### config.mk
export PLATFORM = sky130hd
export DESIGN_NAME = pattern_detect_reg
export DESIGN_NICKNAME = d
export VERILOG_FILES = /design/src/rtl/pattern_detect_reg.sv
export SDC_FILE = /design/constraint.sdc
export NUM_CORES = 1
export LEC_CHECK = 0
export BUFFER_PORTS_ARGS = -buffer_cell sky130_fd_sc_hd__buf_4
export CAP_MARGIN = 10
export CELL_PAD_IN_SITES_DETAIL_PLACEMENT = 0
export CELL_PAD_IN_SITES_GLOBAL_PLACEMENT = 1
export CORE_MARGIN = 2
export CORE_UTILIZATION = 32
export CTS_CLUSTER_DIAMETER = 120
export CTS_CLUSTER_SIZE = 10
export DETAILED_ROUTE_END_ITERATION = 8
export PLACE_DENSITY_LB_ADDON = 0.1
export SETUP_SLACK_MARGIN = 0.2
export SYNTH_ARGS = -nofsm -noshare
export SYNTH_HDL_FRONTEND = slang
export SYNTH_SLANG_ARGS = --single-unit
### constraint.sdc
create_clock -name CLK -period 0.92 [get_ports CLK]
set_input_delay 0.184 -clock CLK [delete_from_list [all_inputs] [get_ports CLK]]
set_output_delay 0.184 -clock CLK [all_outputs]
set_load 0.02 [all_outputs]
### src/rtl/pattern_detect_reg.sv
// Output register stage behind the DSP pattern comparator.
// Holds P and the PD/PBD flags, derives over/underflow and autoreset.
module pattern_detect_reg #(
   parameter int    PREG               = 1,
   parameter string USE_PATTERN_DETECT = "PATDET",
   parameter string AUTORESET_PATDET   = "NO_RESET"
) (
   input  logic        CLK,
   input  logic        RSTP,
   input  logic        CEP,
   input  logic [47:0] P_IN,
   input  logic        PD,
   input  logic        PBD,
   output logic [47:0] P,
   output logic        PATTERNDETECT,
   output logic        PATTERNBDETECT,
   output logic        OVERFLOW,
   output logic        UNDERFLOW
);

   localparam bit PATDET_EN = (USE_PATTERN_DETECT == "PATDET");

   localparam bit AR_KNOWN =
      (AUTORESET_PATDET == "NO_RESET") ||
      (AUTORESET_PATDET == "RESET_MATCH") ||
      (AUTORESET_PATDET == "RESET_NOT_MATCH");

   localparam bit AR_MATCH =
      PATDET_EN && (AUTORESET_PATDET == "RESET_MATCH");

   localparam bit AR_NOT_MATCH =
      PATDET_EN && (AUTORESET_PATDET == "RESET_NOT_MATCH");

   // With detection off, PD/PBD are masked so X never reaches state.
   logic pd_in;
   logic pbd_in;

   assign pd_in  = PATDET_EN ? PD  : 1'b0;
   assign pbd_in = PATDET_EN ? PBD : 1'b0;

   if (!AR_KNOWN) begin : g_bad_ar
      $error("pattern_detect_reg: unknown AUTORESET_PATDET value");
   end

   if (PREG != 0) begin : g_reg
      logic [47:0] p_reg;
      logic        pd_reg;
      logic        pbd_reg;
      logic        pd_past;
      logic        pbd_past;
      logic        ar;

      always_comb begin
         ar = 1'b0;
         if (AR_MATCH)
            ar = pd_reg;
         if (AR_NOT_MATCH)
            ar = pd_past & ~pd_reg;
      end

      // Autoreset clears only P; flags keep loading normally.
      always_ff @(posedge CLK) begin
         if (RSTP) begin
            p_reg    <= '0;
            pd_reg   <= 1'b0;
            pbd_reg  <= 1'b0;
            pd_past  <= 1'b0;
            pbd_past <= 1'b0;
         end else if (CEP) begin
            pd_past  <= pd_reg;
            pbd_past <= pbd_reg;
            pd_reg   <= pd_in;
            pbd_reg  <= pbd_in;
            p_reg    <= ar ? '0 : P_IN;
         end
      end

      assign P              = p_reg;
      assign PATTERNDETECT  = pd_reg;
      assign PATTERNBDETECT = pbd_reg;
      assign OVERFLOW       = pd_past & ~pd_reg & ~pbd_reg;
      assign UNDERFLOW      = pbd_past & ~pd_reg & ~pbd_reg;
   end else begin : g_comb
      logic unused_ctl;

      assign unused_ctl     = ^{CLK, RSTP, CEP};
      assign P              = P_IN;
      assign PATTERNDETECT  = pd_in;
      assign PATTERNBDETECT = pbd_in;
      assign OVERFLOW       = 1'b0;
      assign UNDERFLOW      = 1'b0;
   end

endmodule

==> out/results.ini <==
[synth]
yosys.area_share.simple_pct = 11.17
syn-num-nets = 223
synth_top_family_by_area = multiplexers
synth-edff-count = 0
synthXorXnorAreaFrac_pct = 0
synthMuxAreaShare_pct = 27.66
synth_cell_types = 8
yosysTopAreaCell = dfxtp_1
synth_flop_cell = dfxtp_1
ys_seq_area_share_pct = 55.32
synth_area_um2 = 1882
synthAdderAreaFrac_pct = 0
syn_inst = 170
synthTopCellsByCount = 52 x dfxtp_1, 52 x mux2i_1, 52 x nor2_1, 5 x buf_8, 5 x clkbuf_1
ys_seq_elements = 52
synth_compound_area_share_pct = 0
netlist.area_leader.share_pct = 55.32
synthTopCellsByArea = dfxtp_1 55%, mux2i_1 28%, nor2_1 10%
synthArstFlopShare_pct = 0
yosys_warnings = 0
synth_area_per_cell_um2 = 11.07

[cells_and_area]
fillers = 516
antenna-diode-count = 0
postLayoutCoreUtil_pct = 57.23
multi_input_area_um2 = 753.2
area_growth_pct = 70.55
final_cell_area_um2 = 3209
drive_above_1_share_pct = 62.54
layout.nets = 335
seq_area_um2 = 1109

[clocking]
clock_sinks = 52
cts_hold_buf = 0
clk_latency_ps = 300
path_clk_slew_ps = 90
cts-buffers-inserted = 5
cts_root_buffer = clkbuf_8
cts_buffer_depth = 2
htreeDepth = 2
cts_tree = done

[power]
clkPwrFrac_pct = 32.6
power.internal_mw = 3.938
leakagePower_nw = 1.574
power.density_nw_per_um2 = 1617
p_sw_share_pct = 24.13
peakVddDrop_mv = 0.9417
finalPower_mw = 5.190
switching_power_mw = 1.252
comb_power_share_pct = 19.2
p_seq_share_pct = 48.2

[global_route]
track_usage_pct = 14.91
grt_overflow = 0
grt_first_pass_wirelength_um = 7376
grt_pass1_vias = 1578
grt_max_degree = 29
antenna_found_initial = 0

[worst_setup_path]
critPathArrivalTime_ps = 1010
crit_start = PATTERNBDETECT$_SDFFE_PP0P_
reg2reg_to = g_reg.pd_past$_SDFFE_PP0P_
critPathCapture = OVERFLOW
cp_max_fo = 4
ff2ff_path_depth = 3
critPathKind = reg -> out
worstReg2RegStart = PATTERNDETECT$_SDFFE_PP0P_
required_ps = 740
worstSetupEndpointType = output port
cp-start-kind = register
worst-r2r-setup-slack_ps = 130

[drt]
wire_per_inst_um = 12.92
vias_per_cell = 4.372
routed_wl_um = 4588
dr.pass1.iters = 3
drt_iter0_markers = 28
ant_nets = 0
drc_errors = 0
vias = 1552

[outcome]
violations = setup timing
status = finished with violations

[sta]
timing.slew.headroom_pct = 88.76
layout_min_cycle_time_ps = 1195
whs_ps = 110.9
setup_ws_ps = -275.2
worst_pin_slew_ps = 163.9
setup_tns_ps = -1877
grt_setup_unrepaired = yes
fin_crit_sh_pct = 129.9
hold_viol = 0
final_max_slew_viol_count = 0
fmax_mhz = 836.7
setup_viol = 52
clock_skew_ps = 0.8950

[die]
dieArea_um2 = 6510
start_util_pct = 33.56
rows = 27
die_h_um = 80.69
io_pins = 105
fp.coreArea_um2 = 5608
die_x_um = 80.69

[place]
hpwl_um = 3224
place_congestion = 0.6873
place_area_um2 = 2758
port_buffers = 104

[min_path]
worstHoldStart = P_IN[43]
hold_class = in -> reg

[job]
cap_violations = 0

-- per-stage QoR --
step	setup slack, ps	instances
after detailed placement	2.867	339
after global routing	-334.9	355
after CTS	-295.5	352
after floorplan	69.23	170
after global placement	24.56	339
final	-275.2	355
-- worst max-delay path, cell delays in order, from the launching register on --
cell	delay, ps
dfxtp_4	380
nor3b_4	190
buf_6	140
-- cell usage in the layout (no fill, tap or decap) --
cell,instances
clkbuf_8,7
dfxtp_1,2
nor2_1,52
buf_4,59
buf_12,4
buf_6,54
nor3b_4,2
bufinv_16,1
mux2i_1,52
dfxtp_2,48
dfxtp_4,2
-- layer usage --
layer / share of wire, % / vias up / track usage [%]
met3: 11 / 5 / 7.191
met2: 50 / 59 / 25.75
li1: - / 781 / -
met1: 38 / 707 / 15.81
met4: 1.1 / 0 / 5.085
met5: 0 / - / 0
-- kinds of logic (layout without fill, tap and decap cells) --
family | after synthesis | after routing
buffers and inverters | 12 | 125
flip-flops | 52 | 52
AND/OR/NAND/NOR | 54 | 54
multiplexers | 52 | 52
-- power groups by stage --
stage	clock, mW	sequential, mW	combinational, mW
3_5_place_dp	0	2.51	0.892
3_3_place_gp	0	2.51	0.882
6_report	1.69	2.50	0.996
5_1_grt	1.84	2.52	1.07
2_1_floorplan	0	2.66	0.314
4_1_cts	1.77	2.50	0.992
-- sequential cells by signal, indices dropped and copies added, names as in the netlist --
name,cells
P,48
g_reg.pd_past,1
PATTERNBDETECT,1
PATTERNDETECT,1
g_reg.pbd_past,1
-- area by class of cell --
type | instances | area share (%)
Timing Repair Buffer | 117 | 35.24
Tap cell | 72 | 2.807
Sequential cell | 52 | 34.54
Clock inverter | 1 | 0.9357
Multi-Input combinational cell | 106 | 23.47
Clock buffer | 7 | 3.002
-- timing repair --
action	CTS	global route
setup endpoints to repair	52	59
setup buffers	5	3
resized for setup	100	3
pin swaps	3	8
-- worst min-delay path by stage --
stage | cells past startpoint | endpoint | slack [ps]
final | 3 | P[43]$_SDFFE_PP0P_ | 110
after detailed placement | 3 | PATTERNBDETECT$_SDFFE_PP0P_ | 430
after floorplan | 2 | PATTERNDETECT$_SDFFE_PP0P_ | 330
after global placement | 3 | P[12]$_SDFFE_PP0P_ | 420
after global routing | 3 | P[43]$_SDFFE_PP0P_ | 100
after CTS | 3 | PATTERNBDETECT$_SDFFE_PP0P_ | 100
Power figures use the tool's default switching activity.
